## config.mk

```make
export PLATFORM = sky130hd
export DESIGN_NAME = lenet_frame_sequencer
export DESIGN_NICKNAME = d
export VERILOG_FILES = /design/src/rtl/lenet_frame_sequencer.sv
export SDC_FILE = /design/constraint.sdc
export NUM_CORES = 1
export LEC_CHECK = 0
export CORE_UTILIZATION = 50
export CTS_CLUSTER_DIAMETER = 150
export DETAILED_ROUTE_END_ITERATION = 7
export GPL_TIMING_DRIVEN = 0
export PLACE_DENSITY_LB_ADDON = 0.05
export SETUP_SLACK_MARGIN = 0.15
export SLEW_MARGIN = 20
export SYNTH_ARGS = -nofsm -noshare
export SYNTH_HDL_FRONTEND = slang
export SYNTH_SLANG_ARGS = --single-unit
```

## constraint.sdc

```tcl
create_clock -name clk -period 2.1 [get_ports clk]
set_clock_uncertainty 0.05 [all_clocks]
set_input_delay 0.21 -clock clk [delete_from_list [all_inputs] [get_ports clk]]
set_output_delay 0.21 -clock clk [all_outputs]
set_load 0.05 [all_outputs]
```

## src/rtl/lenet_frame_sequencer.sv

```systemverilog
// lenet_frame_sequencer
// Frame-level controller for the parallel conv channel array. It pulses the
// shared channel start, streams one IMG_W x IMG_H frame from the image buffer
// onto the broadcast pixel bus, collects per-channel done flags, and flags a
// watchdog timeout if the channels never all report done.
module lenet_frame_sequencer #(
    parameter int IMG_W   = 32,
    parameter int IMG_H   = 32,
    parameter int NUM_CH  = 6,
    parameter int ADDR_W  = 10,
    parameter int TIMEOUT = 4096
) (
    input  logic                     clk,
    input  logic                     rst,
    input  logic                     frame_start,
    input  logic                     hold,
    output logic                     img_rd_en,
    output logic [ADDR_W-1:0]        img_rd_addr,
    input  logic signed [7:0]        img_rd_data,
    output logic                     ch_start,
    output logic                     ch_valid,
    output logic signed [7:0]        ch_pixel,
    input  logic [NUM_CH-1:0]        ch_layer_done,
    output logic [NUM_CH-1:0]        done_mask,
    output logic                     busy,
    output logic                     frame_done,
    output logic                     timeout_err
);

    localparam int                NPIX      = IMG_W * IMG_H;
    localparam logic [ADDR_W-1:0] LAST_ADDR = ADDR_W'(NPIX - 1);
    localparam int                TO_W      = $clog2(TIMEOUT + 1);
    localparam logic [TO_W-1:0]   TO_LAST   = TO_W'(TIMEOUT - 1);

    typedef enum logic [2:0] {
        S_IDLE,
        S_START,
        S_STREAM,
        S_DRAIN,
        S_WAIT_DONE,
        S_DONE,
        S_ERR
    } state_e;

    state_e              state_q, state_d;
    logic [ADDR_W-1:0]   cnt_q, cnt_d;
    logic                drain_q, drain_d;
    logic [TO_W-1:0]     to_q, to_d;
    logic [NUM_CH-1:0]   mask_q, mask_d;
    logic                err_q, err_d;

    logic                rd_en_c;
    logic                ch_start_c;
    logic                frame_done_c;
    logic [NUM_CH-1:0]   mask_seen;

    // Output pipeline: one stage matching the buffer read latency, one stage
    // capturing the returned pixel onto the broadcast bus.
    logic                rd_dly_q;
    logic                valid_q;
    logic signed [7:0]   pixel_q;

    // Includes flags arriving this cycle so completion is not delayed a cycle.
    assign mask_seen = mask_q | ch_layer_done;

    // Next-state and control decode for the frame sequence.
    always_comb begin
        state_d      = state_q;
        cnt_d        = cnt_q;
        drain_d      = 1'b0;
        to_d         = '0;
        mask_d       = mask_q;
        err_d        = err_q;
        rd_en_c      = 1'b0;
        ch_start_c   = 1'b0;
        frame_done_c = 1'b0;
        case (state_q)
            S_IDLE: begin
                if (frame_start) begin
                    state_d = S_START;
                    mask_d  = '0;
                    err_d   = 1'b0;
                end
            end
            S_START: begin
                // Done flags during the start cycle are deliberately ignored.
                ch_start_c = 1'b1;
                cnt_d      = '0;
                state_d    = S_STREAM;
            end
            S_STREAM: begin
                mask_d = mask_seen;
                if (!hold) begin
                    rd_en_c = 1'b1;
                    if (cnt_q == LAST_ADDR) begin
                        cnt_d   = '0;
                        state_d = S_DRAIN;
                    end else begin
                        cnt_d = cnt_q + ADDR_W'(1);
                    end
                end
            end
            S_DRAIN: begin
                // Two cycles let the final read reach the pixel bus.
                mask_d  = mask_seen;
                drain_d = 1'b1;
                if (drain_q) begin
                    state_d = S_WAIT_DONE;
                end
            end
            S_WAIT_DONE: begin
                mask_d = mask_seen;
                to_d   = to_q + TO_W'(1);
                if (&mask_seen) begin
                    state_d = S_DONE;
                end else if (to_q == TO_LAST) begin
                    state_d = S_ERR;
                    err_d   = 1'b1;
                end
            end
            S_DONE: begin
                frame_done_c = 1'b1;
                state_d      = S_IDLE;
            end
            S_ERR: begin
                state_d = S_IDLE;
            end
            default: begin
                state_d = S_IDLE;
            end
        endcase
    end

    // FSM state, pixel counter, watchdog counter and sticky flags.
    always_ff @(posedge clk or negedge rst) begin
        if (!rst) begin
            state_q <= S_IDLE;
            cnt_q   <= '0;
            drain_q <= 1'b0;
            to_q    <= '0;
            mask_q  <= '0;
            err_q   <= 1'b0;
        end else begin
            state_q <= state_d;
            cnt_q   <= cnt_d;
            drain_q <= drain_d;
            to_q    <= to_d;
            mask_q  <= mask_d;
            err_q   <= err_d;
        end
    end

    // Delay the read strobe to line up with buffer data, then register the pixel.
    always_ff @(posedge clk or negedge rst) begin
        if (!rst) begin
            rd_dly_q <= 1'b0;
            valid_q  <= 1'b0;
            pixel_q  <= '0;
        end else begin
            rd_dly_q <= rd_en_c;
            valid_q  <= rd_dly_q;
            if (rd_dly_q) begin
                pixel_q <= img_rd_data;
            end
        end
    end

    assign img_rd_en   = rd_en_c;
    assign img_rd_addr = cnt_q;
    assign ch_start    = ch_start_c;
    assign ch_valid    = valid_q;
    assign ch_pixel    = pixel_q;
    assign done_mask   = mask_q;
    assign busy        = (state_q != S_IDLE);
    assign frame_done  = frame_done_c;
    assign timeout_err = err_q;

endmodule

```

==> metrics.txt, run 1 <==
outcome=finished, final reports clean; Cell Area, Synth=2100 sq um; Slew @ Worst Pin=564 ps; slowest cell on the critical path=clkdlybuf4s15_2; period utilisation layout=92.0%; Setup CP Type=flip-flop to primary output; RSZ-0062 raised after global routing=true; ys async rst share=100%; synth top area cells=dfrtp_1 53%, mux2_2 4.3%, a21oi_1 3.8%; Net Count, Synth=225; Die H=66.7 microns; sequential fraction of the synthesis area=52.5%; Reg area=1100 sq um; RR Startpoint=state_q[1]$_DFFE_PN0P_; Max clock buf depth=2; max cap viols=0; CP required=1840 ps; vias in the first global route=1649; Achievable Freq=518 MHz; synthesis-to-layout area growth=35.3%; Startpoint Class=flip-flop; RR Endpoint=img_rd_addr[9]$_DFFE_PN0P_; share of layout cells above drive strength 1=14.0%; Gate Count Post-Synth=205; endpoint type of the worst setup path=primary output; TritonCTS Buffers=5; io pins=48; Buf/Inv on CP=3; Crit path largest cell delay=370 ps; hold_ws=337 ps; Avg Inst Size Synth=10.2 sq um; Worst Path Max Fanout=10; CTS Sinks=44; Core Util, Final=70.9%; top-count cell post-synth=dfrtp_1; most frequent cells after synthesis=44 x dfrtp_1, 20 x nor2_1, 16 x a21oi_1; distinct cell type count after synthesis=41; Slew Viols, Final=0; R2R cell count=6; Starting DRT DRC Count=82; row count=23; via count=1732; Pwr Density=815 nW/um^2; area leader, netlist=dfrtp_1; Setup TNS Final=0 ps; hpwl dp=2.97 mm; Antenna diodes=0; Max transition margin=62.4%; HP Class=flip-flop to flip-flop; antenna-violating nets left=0; Hold Path Sink=ch_valid$_DFF_PN0_; Congestion Overflow GR=0; drt wl/cell=13.9 microns; multi-input combinational cell area=945 sq um; HP Start=rd_dly_q$_DFF_PN0_; initial antenna violation count=0; # fillers=316; final setup vio count=0; Final Net Count=285; Top delay family on crit path=buffers and inverters; CTS tree=built; core area=4000 sq um; WL final=4.37 mm; Remaining DRCs=0; min Tclk post-route=1930 ps; Starting Density=52.4%; ys flop type=dfrtp_1; clk slew on worst S/H paths=80 ps; peak supply drop=0.961 mV; DR pass1 iterations=4; Die X=66.7 microns; Hold Vio Cnt, Final=0; critical path depth=4; FF-to-FF setup slack=300 ps; Synth Register Bits=44; Leakage=1.18 nW; GPL Wtd Cong=0.747; CTS Root Cell=clkbuf_8; latest clock arrival within the worst-skew pair=290 ps; hold path depth=0; die area=4450 sq um; GRT Util Overall=22.3%; H-tree Lvls=2; crit path cell chain=buf_6, clkbuf_1, and3_1, clkdlybuf4s15_2; Worst EP arrival=1670 ps; Port Buf Inserts=47; first-pass GRT wire length=7.45 mm; Post-synth EDFFs=0; Synth top area share=52.5%; routed vias/inst=5.50; Warnings, synthesis=0; largest net degree at the start of global routing=24
[per-layer routing]
layer	track usage [%]	vias to the layer above	wire [microns]
met5	0	-	0
met4	6.91	0	34
met3	5.99	5	211
met2	35.2	44	2050
met1	29.7	833	2070
li1	-	850	-
[report_power, final]
group          switching [W]  leakage [nW]  total [W]  internal, W
logic               0.000364         0.575   0.000578     0.000214
clock network       0.000274        0.0642   0.000742     0.000468
registers          0.0000793         0.537   0.000992     0.000912
total               0.000717          1.18    0.00231      0.00159
[what timing repair did]
action	CTS	global route
pin swaps	1	1
gates resized for setup	16	6
endpoints found under the hold margin	22	0
setup endpoints to repair	5	5
buffers inserted	2	2
hold buffers	1	0
[sequential cells by signal (all words and copies together) (netlist names)]
register,count
to_q,13
img_rd_addr,10
ch_pixel,8
done_mask,6
state_q,3
ch_valid,1
drain_q,1
rd_dly_q,1
timeout_err,1
[layout by cell type, fill, tap and decap left out, drive strengths merged, types with 2 or more instances in the layout]
cell type / synthesis / layout
bufinv: 0 / 2
clkbuf: 4 / 9
dfrtp: 44 / 44
nand2: 12 / 12
buf: 5 / 13
o21ai: 15 / 15
inv: 6 / 6
xor2: 6 / 6
ha: 2 / 2
nor3: 3 / 3
a21o: 2 / 2
o211ai: 2 / 2
nor4: 3 / 3
nor2: 21 / 21
clkdlybuf4s50: 0 / 42
nor2b: 2 / 2
nand2b: 2 / 2
o22ai: 4 / 4
nor3b: 2 / 2
xnor2: 7 / 7
nand3: 9 / 9
clkdlybuf4s15: 0 / 2
and3: 5 / 5
or3: 5 / 5
mux2: 8 / 8
nand4: 2 / 2
o2111ai: 4 / 4
o31ai: 4 / 4
a21oi: 16 / 16
[worst max-delay path by stage]
stage | end | start | slack, ps
detailed placement | img_rd_en | hold | -280
global route | frame_done | state_q[1]$_DFFE_PN0P_ | 80
global placement | done_mask[2]$_DFFE_PN0P_ | rst | -450
CTS | ch_start | state_q[1]$_DFFE_PN0P_ | 150
floorplan | img_rd_addr[9]$_DFFE_PN0P_ | state_q[0]$_DFFE_PN0P_ | 40
finish | frame_done | state_q[2]$_DFFE_PN0P_ | 170
[area by class of cell]
type / instances / share of cell area (%)
flip-flops and latches: 44 / 38.8
plain buffers: 9 / 1.77
clock buffers: 5 / 2.43
inverters: 6 / 0.794
clock inverters: 2 / 2.12
repair buffers: 53 / 18.5
well taps: 50 / 2.21
multi-input cells: 146 / 33.3
[per-stage QoR]
step,setup slack (ps),cells,area (sq um),total power [W]
floorplan,41.3,205,2100,0.00135
global placement,-453,302,2630,0.00157
detailed placement,-281,303,2650,0.00158
CTS,153,313,2810,0.00233
global route,77.0,315,2840,0.00242
finish,168,315,2840,0.00231
[kinds of logic after synthesis]
| family | Yosys count | share of synthesized area [%] |
|---|---|---|
| AND/OR/NAND/NOR | 72 | 18.6 |
| AO/OA/AOI/OAI | 51 | 14.6 |
| flip-flops | 44 | 52.5 |
| buffers and inverters | 15 | 3.34 |
| XOR/XNOR | 13 | 5.43 |
| multiplexers | 8 | 4.30 |
| adder cells (fa/ha/maj) | 2 | 1.19 |
Note: power is estimated with default switching activity, not from simulation.
==> inputs of run 2 (changes only) <==
--- a/config.mk
+++ b/config.mk
@@ -5,6 +5,7 @@
 export SDC_FILE = /design/constraint.sdc
 export NUM_CORES = 1
 export LEC_CHECK = 0
+export ABC_AREA = 1
 export CORE_UTILIZATION = 50
 export CTS_CLUSTER_DIAMETER = 150
 export DETAILED_ROUTE_END_ITERATION = 7
==> metrics.txt, run 2 <==
sequential fraction of the synthesis area=50.7%; Hold Vio Cnt, Final=0; distinct cell type count after synthesis=28; max reg flops=13; Slew Viols, Final=0; net switching power=0.000704 W; dpl cell area=2730 sq um; peak supply drop=0.580 mV; Remaining DRCs=0; Gate Count Post-Synth=261; Pwr Density=772 nW/um^2; RR Startpoint=to_q[0]$_DFF_PN0_; share of layout cells above drive strength 1=12.9%; Congestion Overflow GR=0; largest net degree at the start of global routing=24; Warnings, synthesis=0; via count=1875; endpoint type of the worst setup path=primary output; hpwl dp=3.28 mm; design area=2850 sq um; Cell Area, Synth=2170 sq um; die area=4610 sq um; share of power burned in registers=44.5%; most frequent cells in the layout=57 x nand2_1, 44 x dfrtp_1, 41 x clkdlybuf4s50_1; Leakage=1.29 nW; Worst Path Max Fanout=6; routed vias/inst=5.10; Achievable Freq=538 MHz; FF-to-FF setup slack=450 ps; Setup TNS Final=0 ps; Max clock buf depth=2; CTS tree=built; period utilisation layout=88.6%; Setup CP Type=flip-flop to primary output; RR Endpoint=state_q[1]$_DFFE_PN0P_; Post-synth EDFFs=0; Slew @ Worst Pin=550 ps; io pins=48; latest clock arrival within the worst-skew pair=300 ps; ys flop type=dfrtp_1; TritonCTS Buffers=5; multi-input combinational cell area=920 sq um; Max transition margin=63.4%; vias in the first global route=1816; Starting Density=53.2%; R2R cell count=10; Biggest register=to_q; synthesis-to-layout area growth=31.3%; CTS Root Cell=clkbuf_8; max cap viols=0; antenna-violating nets left=0; core area=4090 sq um; synth top area cells=dfrtp_1 51%, nand2_1 9.9%, nand3_1 6.0%; switching share of total power=32.0%; H-tree Lvls=2; first-pass GRT wire length=7.71 mm; Startpoint Class=flip-flop; outcome=finished, final reports clean; Net Count, Synth=281; final setup vio count=0; Starting DRT DRC Count=110; Synth top area share=50.7%; Antenna diodes=0; most frequent cells after synthesis=57 x nand2_1, 44 x dfrtp_1, 31 x nor2_1; Die H=67.9 microns; Port Buf Inserts=47; # fillers=333; WL final=4.41 mm; Avg Inst Size Synth=8.32 sq um; Reg area=1100 sq um; GPL Wtd Cong=0.770; clk slew on worst S/H paths=90 ps; clock share of power=31.0%; min Tclk post-route=1860 ps; hold path depth=0; initial antenna violation count=0; ys async rst share=100%; DR pass1 iterations=4; Worst EP arrival=1600 ps; top-count cell post-synth=nand2_1; Synth Register Bits=44; CP required=1840 ps; Final Net Count=337; area leader, netlist=dfrtp_1; HP Start=rd_dly_q$_DFF_PN0_; drt wl/cell=12.0 microns; most common cell after layout, fill and taps aside=nand2_1; Hold Path Sink=ch_valid$_DFF_PN0_; Comb pwr share=24.5%; Die X=67.9 microns; Pint=0.00150 W; CTS Sinks=44; row count=23; HP Class=flip-flop to flip-flop; GRT Util Overall=22.7%; RSZ-0062 raised after global routing=true
run 2: changes by cell type after synthesis, sizes merged, moves of 4 or more:
cell | previous run | this run
and3 | 5 | 0
inv | 6 | 35
nand2 | 12 | 61
nand3 | 9 | 26
nand4 | 2 | 6
nor2 | 21 | 34
nor3 | 3 | 7
o2111ai | 4 | 0
o22ai | 4 | 0
or3 | 5 | 0
xnor2 | 7 | 0
xor2 | 6 | 2
run 2: power groups by stage:
stage	combinational (W)	clock [W]	sequential, W
after detailed placement	0.000541	0	0.000997
after global placement	0.000529	0	0.000996
after CTS	0.000545	0.000699	0.000981
final	0.000539	0.000681	0.000980
after global routing	0.000582	0.000738	0.000995
after floorplan	0.000122	0	0.00120
run 2: cell families (layout without fill, tap and decap cells):
logic type | count (synthesis) | in the layout | share of synthesized area, %
xor+xnor | 2 | 2 | 0.807
compound gates | 31 | 31 | 8.01
mux | 8 | 8 | 4.15
flops | 44 | 44 | 50.7
fa+ha+maj | 2 | 2 | 1.15
simple gates | 136 | 136 | 28.1
buf+inv | 38 | 95 | 7.09
run 2: how the worst max path moves through the flow:
stage	from	to	slack, ps	cells past startpoint
floorplan	state_q[0]$_DFFE_PN0P_	img_rd_addr[7]$_DFFE_PN0P_	190	8
global placement	rst	img_rd_addr[3]$_DFFE_PN0P_	-400	1
detailed placement	state_q[2]$_DFFE_PN0P_	img_rd_en	4	6
CTS	img_rd_addr[4]$_DFFE_PN0P_	img_rd_addr[4]	180	1
global route	state_q[2]$_DFFE_PN0P_	img_rd_en	140	6
finish	state_q[2]$_DFFE_PN0P_	img_rd_en	240	6
run 2: cell type report:
cell class | instances | share of cell area [%]
Tap cell | 50 | 2.19
Timing Repair Buffer | 49 | 17.3
Multi-Input combinational cell | 179 | 32.3
Inverter | 35 | 4.61
Clock inverter | 2 | 1.36
Sequential cell | 44 | 38.6
Clock buffer | 6 | 2.90
Buffer | 3 | 0.790
run 2: worst max-delay path: stages, from the launching register on:
cell,delay (ps)
dfrtp_1,460
inv_2,140
nand2_2,100
nor2_4,180
nand2_2,100
inv_1,80
clkbuf_4,230
run 2: layer usage:
layer,track usage [%],vias to the layer above,wire length [microns]
li1,-,952,-
met1,28.4,872,2000
met2,37.4,46,2110
met3,5.83,5,226
met4,9.38,0,64
met5,0,-,0
run 2: metrics by stage:
| stage | setup WS [ps] | hold slack (ps) | power [W] | utilization (%) | std cells |
|---|---|---|---|---|---|
| 2_1_floorplan | 195 | -136 | 0.00133 | - | 261 |
| 3_3_place_gp | -405 | 303 | 0.00152 | 66.2 | 358 |
| 3_5_place_dp | 4.42 | 176 | 0.00154 | 66.7 | 359 |
| 4_1_cts | 184 | 328 | 0.00222 | 69.8 | 368 |
| 5_1_grt | 138 | 352 | 0.00232 | 69.8 | 368 |
| 6_report | 240 | 327 | 0.00220 | 69.8 | 368 |
run 2: repair_timing:
action                                  in CTS  in global routing
endpoints found under the setup margin       4                  5
hold endpoints to repair                    22                  0
gates resized for setup                      9                  8
pin swaps                                    0                  0
hold buffers                                 1                  0
buffers inserted                             0                  0
==> inputs of run 3 (changes only) <==
--- a/config.mk
+++ b/config.mk
@@ -5,8 +5,8 @@
 export SDC_FILE = /design/constraint.sdc
 export NUM_CORES = 1
 export LEC_CHECK = 0
-export ABC_AREA = 1
-export CORE_UTILIZATION = 50
+export CORE_UTILIZATION = 52
+export CTS_BUF_LIST = sky130_fd_sc_hd__clkbuf_8
 export CTS_CLUSTER_DIAMETER = 150
 export DETAILED_ROUTE_END_ITERATION = 7
 export GPL_TIMING_DRIVEN = 0
==> metrics.txt, run 3 (synthesized netlist as in run 1, its figures left out) <==
crit path capture=img_rd_addr[2]; peak supply drop=1.01 mV; final setup vio count=0; Worst EP arrival=1610 ps; Buf/Inv on CP=1; Port Buf Inserts=47; Slew Viols, Final=0; Setup CP Type=flip-flop to primary output; die area=4290 sq um; Slew @ Worst Pin=516 ps; most frequent cells in the layout=44 x dfrtp_1, 42 x clkdlybuf4s50_1, 20 x nor2_1; RR Startpoint=to_q[0]$_DFF_PN0_; routed vias/inst=5.59; core area=3770 sq um; dpl cell area=2640 sq um; TritonCTS Buffers=5; DR pass1 iterations=5; WL final=4.30 mm; # fillers=282; GPL Wtd Cong=0.801; HP Class=input port to asynchronous set/reset pin; period utilisation layout=89.1%; most common cell after layout, fill and taps aside=dfrtp_1; Achievable Freq=535 MHz; clk slew on worst S/H paths=80 ps; Leakage=1.17 nW; FF-to-FF setup slack=260 ps; Crit path largest cell delay=840 ps; Max clock buf depth=2; Max transition margin=65.5%; slowest cell on the critical path=clkdlybuf4s50_1; Hold Vio Cnt, Final=0; crit path cell chain=clkdlybuf4s50_1; Final Net Count=284; CP required=1840 ps; RSZ-0062 raised after global routing=true; latest clock arrival within the worst-skew pair=300 ps; design area=2810 sq um; Starting DRT DRC Count=91; critical path depth=1; Setup WS post-layout=230 ps; via count=1743; vias in the first global route=1659; Remaining DRCs=0; outcome=finished, final reports clean; endpoint type of the worst setup path=primary output; row count=22; H-tree Lvls=2; GRT Util Overall=22.6%; Startpoint Class=flip-flop; Congestion Overflow GR=0; Worst Path Max Fanout=8; io pins=48; initial antenna violation count=0; Pwr Density=825 nW/um^2; RR Endpoint=state_q[1]$_DFFE_PN0P_; Antenna diodes=0; first-pass GRT wire length=7.32 mm; Core Util, Final=74.4%; Biggest register=to_q; Top delay family on crit path=buffers and inverters; CTS Sinks=44; largest net degree at the start of global routing=28; R2R cell count=5; Placement Setup Slack=-294 ps; drt wl/cell=13.8 microns; Setup TNS Final=0 ps; Die X=65.5 microns; synthesis-to-layout area growth=33.9%; CTS Root Cell=clkbuf_8; Critical path origin=img_rd_addr[2]$_DFFE_PN0P_; share of layout cells above drive strength 1=12.9%; min Tclk post-route=1870 ps; Die H=65.5 microns; antenna-violating nets left=0; max cap viols=0; max reg flops=13; hpwl dp=2.95 mm; Starting Density=55.6%; CTS tree=built
==> run 3: cell types whose count changed in the layout (fill, tap and decap cells not counted), moves of 4 or more <==
cell	previous run	this run
nand2_1	57	12
inv_1	28	6
nand3_1	26	9
nor2_1	30	20
inv_2	7	0
xnor2_1	0	7
and3_1	0	5
buf_2	1	6
or3_1	0	5
nand4_1	6	2
o2111ai_1	0	4
o22ai_1	0	4
xor2_1	2	6
==> run 3: what timing repair did <==
action,in CTS,in global routing
pin swaps,1,1
hold endpoints to repair,17,0
resized for setup,16,5
buffers inserted,2,1
hold buffers,1,0
endpoints found under the setup margin,5,4
==> run 3: through the flow <==
step                      power [W]  hold slack, ps  cells
after floorplan             0.00135            -136    205
after global placement      0.00157             305    300
after detailed placement    0.00158             127    301
after CTS                   0.00233             333    311
after global routing        0.00241             354    312
final                       0.00231             325    312
==> run 3: per-layer routing <==
layer	GRT usage, %	share of wire [%]	up-vias
li1	-	-	851
met1	31.1	47	824
met2	34.4	46	61
met3	5.21	5.7	7
met4	9.24	1.6	0
met5	0	0	-
==> run 3: report_power, final <==
group | internal (W) | total [W] | switching (W)
clock network | 0.000468 | 0.000750 | 0.000282
logic | 0.000213 | 0.000573 | 0.000360
registers | 0.000912 | 0.000991 | 0.0000785
total | 0.00159 | 0.00231 | 0.000721
==> run 3: worst min path at each step <==
stage	startpoint	to	slack (ps)	depth (start not counted)
3_5_place_dp	rst	ch_pixel[3]$_DFFE_PN0P_	130	1
3_3_place_gp	rd_dly_q$_DFF_PN0_	ch_valid$_DFF_PN0_	310	0
5_1_grt	rd_dly_q$_DFF_PN0_	ch_valid$_DFF_PN0_	350	0
2_1_floorplan	rst	ch_pixel[0]$_DFFE_PN0P_	-140	0
6_report	rst	img_rd_addr[1]$_DFFE_PN0P_	320	2
4_1_cts	rst	img_rd_addr[1]$_DFFE_PN0P_	330	2
==> run 3: cell type report <==
class	count	area (sq um)	area share [%]
multi-input cells	146	940	33.5
flip-flops and latches	44	1100	39.3
inverters	6	22.5	0.803
repair buffers	52	504	18.0
clock inverters	2	60.1	2.14
clock buffers	5	68.8	2.45
plain buffers	9	48.8	1.74
well taps	48	60.1	2.14
